## config.mk

```make
export PLATFORM = sky130hd
export DESIGN_NAME = uart_tx_arbiter
export DESIGN_NICKNAME = d
export VERILOG_FILES = /design/src/rtl/uart_tx_arbiter.sv
export SDC_FILE = /design/constraint.sdc
export NUM_CORES = 1
export LEC_CHECK = 0
export ABC_CLOCK_PERIOD_IN_PS = 2770
export CORE_MARGIN = 2
export CORE_UTILIZATION = 44
export CTS_BUF_LIST = sky130_fd_sc_hd__clkbuf_4 sky130_fd_sc_hd__clkbuf_8 sky130_fd_sc_hd__clkbuf_16
export CTS_CLUSTER_SIZE = 30
export DETAILED_ROUTE_END_ITERATION = 8
export HOLD_SLACK_MARGIN = 0.06
export PLACE_DENSITY = 0.79
export SETUP_SLACK_MARGIN = 0.5
export SKIP_LAST_GASP = 1
export SYNTH_ARGS = -nofsm -noshare
export SYNTH_HDL_FRONTEND = slang
export SYNTH_SLANG_ARGS = --single-unit
```

## constraint.sdc

```tcl
create_clock -name clk -period 2.77 [get_ports clk]
set_clock_uncertainty 0.05 [all_clocks]
set_input_delay 0.277 -clock clk [delete_from_list [all_inputs] [get_ports clk]]
set_output_delay 0.277 -clock clk [all_outputs]
set_load 0.1 [all_outputs]
```

## src/rtl/uart_tx_arbiter.sv

```systemverilog
// Round-robin arbiter with packet locking that shares one uart_tx among NUM_CH byte sources.
// Optional inter-packet idle gap is enabled by defining UART_ARB_GAP_EN.
module uart_tx_arbiter #(
    parameter int NUM_CH       = 4,
    parameter int HOLD_TIMEOUT = 1023,
    parameter int GAP_CYCLES   = 434
) (
    input  logic                      clk,
    input  logic                      rstn,
    input  logic [NUM_CH-1:0]         req_valid,
    input  logic [NUM_CH*8-1:0]       req_data,
    input  logic [NUM_CH-1:0]         req_last,
    output logic [NUM_CH-1:0]         req_ready,
    output logic                      tx_start,
    output logic [7:0]                tx_data,
    input  logic                      tx_done,
    output logic [$clog2(NUM_CH)-1:0] grant_ch,
    output logic                      busy
);
    localparam int CW = $clog2(NUM_CH);
    localparam int HW = $clog2(HOLD_TIMEOUT + 1);

    generate
        if (NUM_CH < 2 || NUM_CH > 8 || HOLD_TIMEOUT < 1 || GAP_CYCLES < 1) begin : g_bad_param
            $error("uart_tx_arbiter: illegal parameter value");
        end
    endgenerate

    // Handshake: a byte moves on every rising edge where req_valid[i] and req_ready[i] are
    // both high; req_ready is combinational and never depends on the same channel's data.
    typedef enum logic [2:0] {
        IDLE,
        SEND,
        WAIT,
`ifdef UART_ARB_GAP_EN
        GAP,
`endif
        HOLD
    } state_t;

    state_t          state;
    state_t          next_state;
    logic [CW-1:0]   rr_ptr;
    logic [HW-1:0]   hold_cnt;
    logic            last_r;
    logic [CW-1:0]   winner;
    logic            found;
    logic            accept;
    logic [CW-1:0]   acc_ch;
    logic            release_grant;
`ifdef UART_ARB_GAP_EN
    localparam int GW = $clog2(GAP_CYCLES + 1);
    logic [GW-1:0]   gap_cnt;
`endif

    function automatic logic [CW-1:0] wrap_idx(input logic [CW-1:0] base, input int k);
        int s;
        s = int'(base) + k;
        if (s >= NUM_CH) s = s - NUM_CH;
        return CW'(s);
    endfunction

    // Descending scan so the smallest offset from rr_ptr+1 is the one that sticks.
    always_comb begin
        winner = '0;
        found  = 1'b0;
        for (int k = NUM_CH; k >= 1; k--) begin
            if (req_valid[wrap_idx(rr_ptr, k)]) begin
                winner = wrap_idx(rr_ptr, k);
                found  = 1'b1;
            end
        end
    end

    always_comb begin
        next_state    = state;
        req_ready     = '0;
        accept        = 1'b0;
        acc_ch        = grant_ch;
        release_grant = 1'b0;
        case (state)
            IDLE: begin
                if (found) begin
                    req_ready[winner] = 1'b1;
                    accept            = 1'b1;
                    acc_ch            = winner;
                    next_state        = SEND;
                end
            end
            SEND: next_state = WAIT;
            WAIT: begin
                if (tx_done) begin
                    if (last_r) begin
                        release_grant = 1'b1;
`ifdef UART_ARB_GAP_EN
                        next_state    = GAP;
`else
                        next_state    = IDLE;
`endif
                    end else begin
                        next_state = HOLD;
                    end
                end
            end
            HOLD: begin
                if (req_valid[grant_ch]) begin
                    req_ready[grant_ch] = 1'b1;
                    accept              = 1'b1;
                    next_state          = SEND;
                end else if (hold_cnt == HW'(HOLD_TIMEOUT - 1)) begin
                    release_grant = 1'b1;
                    next_state    = IDLE;
                end
            end
`ifdef UART_ARB_GAP_EN
            GAP: begin
                if (gap_cnt == GW'(GAP_CYCLES - 1)) next_state = IDLE;
            end
`endif
            default: next_state = IDLE;
        endcase
    end

    assign tx_start = (state == SEND);
    assign busy     = (state != IDLE);

    always_ff @(posedge clk) begin
        if (!rstn) begin
            state    <= IDLE;
            tx_data  <= 8'h00;
            last_r   <= 1'b0;
            grant_ch <= '0;
            rr_ptr   <= CW'(NUM_CH - 1);
            hold_cnt <= '0;
        end else begin
            state <= next_state;
            if (accept) begin
                tx_data  <= req_data[{acc_ch, 3'b000} +: 8];
                last_r   <= req_last[acc_ch];
                grant_ch <= acc_ch;
            end
            if (release_grant) rr_ptr <= grant_ch;
            // Counts consecutive empty HOLD cycles; zero whenever HOLD is entered.
            if (state == HOLD) hold_cnt <= hold_cnt + 1'b1;
            else               hold_cnt <= '0;
        end
    end

`ifdef UART_ARB_GAP_EN
    always_ff @(posedge clk) begin
        if (!rstn)              gap_cnt <= '0;
        else if (state == GAP)  gap_cnt <= gap_cnt + 1'b1;
        else                    gap_cnt <= '0;
    end
`endif

endmodule
```

# Word-level counts from Yosys, hierarchy flattened
# Index checks and enable logic that the tools add are counted.
op_classes:
  n_addsub: 9
  n_lt_le_gt_ge: 13
  n_eq_ne: 7
  n_shift: 1
  muxes: 47
  reduce_logical: 6
op_table:
  columns: ["op", "count"]
  rows:
  - ["32-bit by 6-bit indexed part select with 8-bit output", 1]
  - ["2-bit two-way mux", 11]
  - ["2-bit by 3-bit < comparator with 1-bit output, second input constant", 7]
  - ["1-bit two-way mux", 18]
  - ["1-bit binary-select mux with 2-bit select", 6]
  - ["3-bit two-way mux", 4]
  - ["3-bit one-hot mux with 4 select lines", 1]
  - ["10-bit by 1-bit adder with 10-bit output, second input constant", 1]
  - ["10-bit == test, second input constant", 1]
  - ["3-bit >= comparator, second input constant", 3]
  - ["4-bit two-way mux", 2]
  - ["4-bit one-hot mux with 2 select lines", 1]
  - ["2-bit by 1-bit subtractor with 2-bit output, second input constant", 4]
  - ["2-bit by 2-bit adder with 3-bit output, second input constant", 2]
  - ["3-bit by 2-bit == test with 1-bit output, second input constant", 2]
  - ["2-bit by 3-bit adder with 4-bit output, second input constant", 1]
  - ["1-bit demux with 2-bit select", 2]
  - ["2-bit by 1-bit >= comparator with 1-bit output, second input constant", 2]
  - ["4-bit by 3-bit >= comparator with 1-bit output, second input constant", 1]
  - ["2-bit inequality test, second input constant", 2]
  - ["1-bit one-hot mux with 2 select lines", 2]
  - ["2-bit by 1-bit adder with 3-bit output, second input constant", 1]
  - ["3-bit by 1-bit == test with 1-bit output, second input constant", 1]
  - ["3-bit zero test", 1]
  - ["other kinds (5)", 6]
totals:
  ff_bits: 26
  in_bits: 43
  output_inout_bits: 16
  word_cells: 89

# Logic depth before layout (Yosys ltp)
# Gate-level depths: netlist of the first run.
depth:
  word_depth: 15
  mapped_depth: 7
  ltp_nobuf: 7

# Least setup slack after synthesis of the first run
# OpenSTA, ideal clock, no wires.
synth_path:
  kind: "register to output"
  start: "register grant_ch[1]"
  end: "output req_ready[1]"
  t_arrival_ps: 3297
  required_time_ps: 2443
  slack_ps: -854
  stages_incl_launch_ff: 6
  path_buffers: 1
  cell_sequence: "dfxtp_1 buf_2 mux2_2 nand3_1 or2_2 a21oi_1"
synth_between:
  elab_chain_cells: 6
  elab_cells_between_ends: 9
  classes_between: "order compare (2); mux (6); reduce/logical (1)"
synth_rtl:
  columns: ["item", "line", "source"]
  rows:
  - ["start, declared", "17", "output logic [$clog2(NUM_CH)-1:0] grant_ch,"]
  - ["start signal, assigned", "140", "grant_ch <= acc_ch;"]
  - ["2-bit by 3-bit < comparator with 1-bit output (implied by the code) / 2-bit by 1-bit >= comparator with 1-bit output (equally long branches)", "107", "req_ready[grant_ch] = 1'b1;"]
  - ["1-bit logical AND (implied by the code)", "107", null]
  - ["1-bit two-way mux (implied by the code)", "107", null]
  - ["1-bit demux with 2-bit select", "107", null]
  - ["4-bit two-way mux *", "106", "if (req_valid[grant_ch]) begin"]
  - ["4-bit one-hot mux with 2 select lines *", "81", "case (state)"]
  - ["end, declared", "13", "output logic [NUM_CH-1:0] req_ready,"]
# Every way passes the cells marked *; elsewhere a longest branch is shown, timed or not. The select of a mux whose other input is x is not followed.

# Final worst setup path of the first run
layout_path:
  start: "register state[1]"
  end: "output req_ready[1]"
layout_between:
  elab_chain_cells: 2
  elab_cells_between_ends: 3
  classes_between: "eq/ne (1); mux (1); reduce/logical (1)"
layout_rtl:
  columns: ["item", "line", "source"]
  rows:
  - ["start, declared", "41", "state_t state;"]
  - ["start signal, assigned", "136", "state <= next_state;"]
  - ["3-bit by 2-bit == test with 1-bit output / 3-bit zero test (equally long branches)", "81", null]
  - ["4-bit one-hot mux with 2 select lines *", "81", null]
# Every way passes the cells marked *; elsewhere a longest branch is shown, timed or not.

==> impl_metrics.ini, run 1 <==
[run_status]
status = completed

[placed_design]
postPlaceCellArea_um2 = 2311
gp_congestion = 0.9064
portBuffers = 58
hpwl_mm = 3.048

[clock_tree]
clock_latency_ps = 320
root_buffer = clkbuf_4
cts_tree = done
path_clk_slew_ps = 140
htree_levels = 1
numCtsBuffers = 3
clock_path_buffers = 2
clock_sink_count = 25

[setup_path]
timing.reg2reg.setup_slack_ps = 610
regToRegEndpoint = last_r
worstSetupPathType = flop to output pin
max_stage_delay_ps = 390
r2r_cells = 6
cp_top_family = compound AO/OA/AOI/OAI gates
crit_arrival_ps = 1890
worstPathMaxFanout = 5
start_kind = flop
end_kind = output pin
cp.required_ps = 2440
path_buf_inv = 3
path_cells = inv_4 -> ha_4 -> o41ai_4 -> buf_4 -> o21ba_4 -> o21ai_2 -> a21oi_4 -> buf_12
rr_startpoint = rr_ptr[1]
worst_path_max_delay_cell = dfxtp_4

[timing]
setup_viol = 0
period_minus_slack_ps = 2218
tns_ps = 0
worst_slew_pin_slew_ps = 605.5
maxSlewViolCount = 0
slew-limit-headroom_pct = 59.55
finalCritPeriodShare_pct = 80.06
holdWs_ps = 446.5
final-hold-violation-count = 0
max_freq_mhz = 450.9
rsz0062_at_grt = yes

[global_routing]
grt_pass1_wl_mm = 6.486
grt_max_degree = 16
grt_remaining_overflow = 0
antenna_found_initial = 0
grt_use_total_pct = 19.67
grt_pass1_vias = 1437

[pwr]
p_per_area_nw_per_um2 = 1058
switching_share_pct = 53.26
power.total_mw = 2.563
p_int_mw = 1.198
p_seq_share_pct = 21.6
p_comb_share_pct = 71.7
p_leak_nw = 0.9013
p_sw_mw = 1.365
clkPwrFrac_pct = 6.7
ir_drop_mv = 0.9469

[synthesis]
syn_nets = 207
yosysSeqAreaShare_pct = 31.13
yosys_warnings = 0
synth.avg_cell_area_um2 = 10.18
synth_edf_count = 0
synth_seq_cells = 25
ys.flop_type = dfxtp_1
syn_area_um2 = 1608
synthArstFlopShare_pct = 0
syn_inst = 158
ys_types = 50

[die]
initial_utilization_pct = 47.07
dieArea_um2 = 4154
ios = 59
die_w_um = 64.45
dieHeight_um = 64.45
num_rows = 21
coreArea_um2 = 3416

[detailed_routing]
drt_first_pass_iters = 4
drtIter0Drc = 79
ant_nets = 0
wirelength_mm = 3.845
route.detailed.drc = 0
viasPerCell = 5.571
num_vias = 1493
wire_per_inst_um = 14.35

[layout]
final_nets = 272
fillers = 251
final_common_cell = clkdlybuf4s50_1
final_area_um2 = 2422
layout-drive-gt1-share_pct = 26.58
syn_to_final_growth_pct = 50.66
layout_common_cells = clkdlybuf4s50_1, dfxtp_1, buf_4, nor2_1, nand2_1
num_antenna_cells = 0

[min_path]
hold_class = flop to flop
hold_depth = 1
min_to = hold_cnt[0]
hp-start = hold_cnt[0]

[job]
maxCapViolCount = 0
==> registers in the layout (all words and copies together) (netlist names) <==
signal and count:
grant_ch 2, hold_cnt 10, last_r 1, rr_ptr 2
state 2, tx_data 8
==> kinds of logic after synthesis <==
kind of cell / count (synthesis) / synth area share (%)
AND/OR/NAND/NOR: 54 / 17.82
buffers and inverters: 14 / 4.047
AO/OA/AOI/OAI: 37 / 19.38
multiplexers: 16 / 19.69
flip-flops: 25 / 31.13
XOR/XNOR: 6 / 3.268
adder cells (fa/ha/maj): 6 / 4.669
==> routing by layer <==
metal	global-route usage, %	up-vias	part of all wire, %
met5	0	-	0
met4	2.394	0	0.49
met3	5.729	2	8.6
met2	34.51	71	50
met1	24.67	695	41
li1	-	725	-
==> per-stage QoR <==
step / worst slack, ps / util [%] / instances
floorplan: 537.9 / - / 158
CTS: 501.8 / 69.30 / 266
global placement: 155.4 / 67.66 / 261
finish: 552.4 / 70.92 / 268
global route: 462.5 / 70.92 / 268
detailed placement: 59.16 / 67.66 / 261
==> worst max path at each step <==
stage | to | start | cells past startpoint
after CTS | req_ready[1] | state[1] | 8
after global placement | tx_data[5] | req_valid[3] | 7
final | req_ready[1] | state[1] | 8
after detailed placement | tx_data[5] | req_valid[3] | 7
after floorplan | state[1] | grant_ch[0] | 5
after global routing | req_ready[1] | state[0] | 8
==> synthesized netlist by cell type (2+ instances only) <==
cell type,count,share of area [%]
or3_1,3,1.2
buf_1,2,0.47
mux4_2,3,4.2
a21boi_0,2,0.93
a21oi_1,7,2.2
clkbuf_1,2,0.47
nor2_1,14,3.3
nand4_1,4,1.6
nand2b_1,3,1.2
mux4_1,7,11
ha_1,6,4.7
and2_1,3,1.2
or2b_1,2,0.93
inv_1,7,1.6
nand2_1,11,2.6
a22o_1,9,4.9
xor2_1,5,2.7
nor2b_1,3,1.2
nand3_1,3,0.93
o21ai_0,5,1.6
mux2i_1,4,2.5
dfxtp_1,25,31
==> power by group through the flow <==
stage	combinational (mW)	clock (mW)	sequential [mW]
2_1_floorplan	0.882	0	0.973
3_3_place_gp	1.70	0	0.536
3_5_place_dp	1.73	0	0.536
4_1_cts	1.78	0.176	0.537
5_1_grt	1.93	0.191	0.569
6_report	1.84	0.171	0.554
==> final cells by class <==
cell class | instances | area, um^2 | area share (%)
repair buffers | 67 | 658.1 | 27.17
clock buffers | 3 | 22.52 | 0.9298
clock inverters | 1 | 6.256 | 0.2583
multi-input cells | 119 | 1127 | 46.54
inverters | 7 | 31.28 | 1.291
flip-flops and latches | 25 | 519.2 | 21.44
well taps | 46 | 57.56 | 2.376
==> what timing repair did <==
action / 4_1_cts / 5_1_grt
pin swaps: 2 / 2
cloned: 0 / 0
gates resized for setup: 14 / 12
buffers inserted: 1 / 2
endpoints found under the setup margin: 13 / 13
hold buffers: 0 / 0
Note: power is estimated with default switching activity, not from simulation.
==> inputs of run 2 (changes only) <==
--- a/config.mk
+++ b/config.mk
@@ -5,7 +5,7 @@
 export SDC_FILE = /design/constraint.sdc
 export NUM_CORES = 1
 export LEC_CHECK = 0
-export ABC_CLOCK_PERIOD_IN_PS = 2770
+export ABC_CLOCK_PERIOD_IN_PS = 2100
 export CORE_MARGIN = 2
 export CORE_UTILIZATION = 44
 export CTS_BUF_LIST = sky130_fd_sc_hd__clkbuf_4 sky130_fd_sc_hd__clkbuf_8 sky130_fd_sc_hd__clkbuf_16
==> constraint.sdc (replaced) <==
create_clock -name clk -period 2.1 [get_ports clk]
set_clock_uncertainty 0.05 [all_clocks]
set_input_delay 0.21 -clock clk [delete_from_list [all_inputs] [get_ports clk]]
set_output_delay 0.21 -clock clk [all_outputs]
set_load 0.1 [all_outputs]
==> run 2 against run 1 <==
  * The flow now finishes with violations (setup timing)
  * Worst setup slack lost 710 ps
  * Critical path depth shrank 2
  * Clock power grew 39%
  * Non-clock buffer count grew 27
  * Count of clock-buffer cells in the layout is the same
  * Global-route usage grew 5.3 points
  * Sequential cell count is the same
  * First-iteration DRC count grew 28%
  * Cell count grew 10%
  * Sequential power grew 28%
  * Via count grew 13%
  * Sequential share of layout area shrank 2.9 points
  * Critical path type is now flop to flop
  * Highest routed layer unchanged
==> impl_metrics.ini, run 2 (synthesized netlist as in run 1, its figures left out) <==
[timing]
rsz0062_at_grt = yes
slew-limit-headroom_pct = 71.31
final-hold-violation-count = 0
finalCritPeriodShare_pct = 107.5
setup_viol = 13
setup_slack_ps = -157.1
worst_slew_pin_slew_ps = 428.4
holdWs_ps = 449.8
period_minus_slack_ps = 2257
maxSlewViolCount = 0
max_freq_mhz = 443.0

[detailed_routing]
drtIter0Drc = 101
wirelength_mm = 5.547
met3_length_um = 282
wire_per_inst_um = 18.80
num_vias = 1694
top_layer_used = met4
route.detailed.drc = 0
viasPerCell = 5.742
drt_first_pass_iters = 4
ant_nets = 0
wl_met1_mm = 2.114
wl_met2_mm = 2.942

[min_path]
hold_class = flop to flop

[die]
dieHeight_um = 64.45
ios = 59
num_rows = 21
dieArea_um2 = 4154
die_w_um = 64.45
coreArea_um2 = 3416
initial_utilization_pct = 47.07

[layout]
syn_to_final_growth_pct = 73.15
final_nets = 299
layout-drive-gt1-share_pct = 40.56
num_antenna_cells = 0
multiInputGateArea_um2 = 1217
fillers = 184
final_area_um2 = 2784
largestRegisters = hold_cnt: 10 flops, tx_data: 8 flops
final_common_cell = clkdlybuf4s50_1
ff_latch_area_um2 = 515.5
layout_common_cells = clkdlybuf4s50_1, buf_4, dfxtp_1, nor2_1, nand2_1
top_register = hold_cnt
largest_reg_flops = 10

[pwr]
p_comb_share_pct = 75.9
clkPwrFrac_pct = 6.0
p_int_mw = 1.909
ir_drop_mv = 1.587
power.total_mw = 3.934
p_per_area_nw_per_um2 = 1413
p_leak_nw = 1.082
p_sw_mw = 2.025
switching_share_pct = 51.48
p_seq_share_pct = 18.0

[setup_path]
path_cells = mux2i_2 -> o221ai_2 -> o31ai_4 -> buf_12 -> mux4_1 -> a22o_1
worstPathMaxFanout = 9
start_kind = flop
worst_path_max_delay_cell = mux4_1
max_stage_delay_ps = 570
crit_arrival_ps = 2450
worstSetupPathType = flop to flop
end_kind = flop
cp.required_ps = 2290
cp_top_family = multiplexers
path_buf_inv = 1

[placed_design]
hpwl_mm = 3.557
portBuffers = 58
postPlaceCellArea_um2 = 2491
gp_congestion = 0.8198
preCtsSetupSlack_ps = -611.9

[clock_tree]
clock_latency_ps = 340
clock_sink_count = 25
numCtsBuffers = 3
path_clk_slew_ps = 150
clock_path_buffers = 2
htree_levels = 1
cts_tree = done
root_buffer = clkbuf_4

[global_routing]
grt_pass1_vias = 1746
grt_use_total_pct = 24.98
grt_max_degree = 16
antenna_found_initial = 0
grt_pass1_wl_mm = 7.969
grt_remaining_overflow = 0

[run_status]
violations = setup timing
status = finished, violations left

[job]
maxCapViolCount = 0
[run 2: routing by layer]
metal  vias up  track usage, %
li1        786               -
met1       820           28.38
met2        71           43.88
met3        17           6.424
met4         0           11.44
met5         -               0
[run 2: final cells by class]
cell class	instances	share of cell area, %
well taps	46	2.067
flip-flops and latches	25	18.52
clock inverters	1	0.2247
repair buffers	94	33.62
multi-input cells	119	43.73
inverters	7	1.034
clock buffers	3	0.8090
[run 2: repair_timing]
item / in CTS / in global routing
buffers inserted: 7 / 7
resized for setup: 20 / 22
hold buffers: 0 / 0
pin swaps: 8 / 7
setup endpoints to repair: 20 / 21
[run 2: path summary, 6_finish.rpt]
check / start / to / slack, ps / depth (start not counted)
worst max register to register: rr_ptr[1] / tx_data[1] / -160 / 6
worst max-delay path: rr_ptr[1] / tx_data[1] / -160 / 6
worst min-delay path: tx_data[5] / tx_data[5] / 450 / 1
worst min register to register: tx_data[5] / tx_data[5] / 450 / 1
[run 2: metrics by stage]
stage	instances	utilization (%)	setup TNS, ps
after detailed placement	277	72.93	-6332
after global routing	295	81.50	-1956
final	295	81.50	-1319
after floorplan	158	-	0
after CTS	288	77.58	-712.5
after global placement	277	72.93	-5155
[run 2: power by group through the flow]
| stage | sequential [mW] | clock, mW | combinational (mW) |
|---|---|---|---|
| 6_report | 0.709 | 0.238 | 2.99 |
| 5_1_grt | 0.724 | 0.258 | 3.08 |
| 3_5_place_dp | 0.701 | 0 | 2.54 |
| 3_3_place_gp | 0.698 | 0 | 2.48 |
| 4_1_cts | 0.700 | 0.236 | 2.74 |
| 2_1_floorplan | 1.29 | 0 | 1.25 |
==> inputs of run 3 (changes only) <==
--- a/config.mk
+++ b/config.mk
@@ -14,6 +14,7 @@
 export HOLD_SLACK_MARGIN = 0.06
 export PLACE_DENSITY = 0.79
 export SETUP_SLACK_MARGIN = 0.5
+export SKIP_CTS_REPAIR_TIMING = 1
 export SKIP_LAST_GASP = 1
 export SYNTH_ARGS = -nofsm -noshare
 export SYNTH_HDL_FRONTEND = slang
==> run 3 against run 2 <==
  * The run still ends with setup timing left
  * Worst setup slack better by 48 ps
  * Global-route usage down 2.5 points
  * Sequential power down 0.6%
  * Routed wire length down 8.6%
  * Sequential share of layout area up 0.21 points
  * Combinational power down 3%
  * Non-clock buffer count down 4
  * Critical path depth up 2
  * Sequential cell count unchanged
  * Highest routed layer unchanged
  * Register-to-register slack better by 50 ps
  * Maximum frequency up 2.2%
==> impl_metrics.ini, run 3 (synthesized netlist as in run 1, its figures left out) <==
[die]
ios = 59
initial_utilization_pct = 47.07
dieArea_um2 = 4154
num_rows = 21
die_w_um = 64.45
coreArea_um2 = 3416
dieHeight_um = 64.45

[job]
maxCapViolCount = 0

[clock_tree]
clock_latency_ps = 330
clock_path_buffers = 2
numCtsBuffers = 3
cts_tree = done
root_buffer = clkbuf_4
path_clk_slew_ps = 140
clock_sink_count = 25
htree_levels = 1

[layout]
num_antenna_cells = 0
largestRegisters = hold_cnt: 10 flops, tx_data: 8 flops
syn_to_final_growth_pct = 71.60
largest_reg_flops = 10
layout_common_cells = clkdlybuf4s50_1, buf_4, dfxtp_1, nand2_1, nor2_1
final_area_um2 = 2759
top_register = hold_cnt
layout-drive-gt1-share_pct = 39.18
final_common_cell = clkdlybuf4s50_1
final_nets = 295

[min_path]
hold_class = flop to flop

[global_routing]
grt_max_degree = 16
grt_remaining_overflow = 0
antenna_found_initial = 0
grt_pass1_vias = 1609
grt_pass1_wl_mm = 7.286
grt_use_total_pct = 22.51

[detailed_routing]
num_vias = 1666
drt_first_pass_iters = 4
drtIter0Drc = 63
wire_per_inst_um = 17.42
ant_nets = 0
route.detailed.drc = 0
viasPerCell = 5.725
wirelength_mm = 5.070

[setup_path]
cp.required_ps = 2290
crit_arrival_ps = 2400
end_kind = flop
worstPathMaxFanout = 9
worstSetupPathType = flop to flop
start_kind = flop

[timing]
final-hold-violation-count = 0
max_freq_mhz = 452.8
rsz0062_at_grt = yes
worst_slew_pin_slew_ps = 717.6
finalCritPeriodShare_pct = 105.2
maxSlewViolCount = 0
setup_slack_ps = -108.7
period_minus_slack_ps = 2209
setup_viol = 12
slew-limit-headroom_pct = 52.06

[pwr]
p_per_area_nw_per_um2 = 1391
power.total_mw = 3.837
ir_drop_mv = 1.417
p_leak_nw = 1.105

[placed_design]
hpwl_mm = 3.557
postPlaceCellArea_um2 = 2491
gp_congestion = 0.8198
portBuffers = 58

[run_status]
violations = setup timing
status = finished, violations left
==> run 3: per-layer routing <==
layer	track usage [%]	share of wire, %
met5	0	0
met4	7.713	2.8
met3	5.382	3.7
met2	39.45	52
met1	26.96	41
==> run 3: layout make-up <==
| class | count | area (um^2) |
|---|---|---|
| clock buffers | 3 | 22.52 |
| clock inverters | 1 | 6.256 |
| fillers | 192 | 656.9 |
| inverters | 7 | 28.78 |
| multi-input cells | 119 | 1230 |
| flip-flops and latches | 25 | 516.7 |
| well taps | 46 | 57.56 |
| repair buffers | 90 | 897.1 |
==> run 3: worst max-delay path, cell delays in order, from the launching register on <==
cell and delay [ps]:
dfxtp_2 370, inv_2 80, ha_4 160, o41ai_4 80, buf_4 150, o31ai_4 260
buf_12 170, mux4_1 580, a22o_1 200
==> run 3: per-stage QoR <==
stage	std cells	util, %	setup TNS [ps]	hold slack [ps]	setup slack, ps
detailed placement	277	72.93	-6332	412.4	-611.9
finish	291	80.77	-770.4	410.5	-108.7
global placement	277	72.93	-5155	401.1	-489.0
floorplan	158	-	0	387.3	7.581
CTS	281	73.77	-2815	449.3	-283.3
global route	291	80.77	-1595	423.4	-188.4
==> run 3: worst paths after layout <==
kind                from          end  slack (ps)  depth (start not counted)
max reg2reg     state[0]       last_r        -110                          8
min          hold_cnt[0]  hold_cnt[0]         410                          1
min reg2reg  hold_cnt[0]  hold_cnt[0]         410                          1
max             state[0]       last_r        -110                          8
==> run 3: where the power goes <==
| part | switching [mW] | internal, mW |
|---|---|---|
| clock network | 0.156 | 0.0746 |
| registers | 0.104 | 0.601 |
| logic | 1.71 | 1.19 |
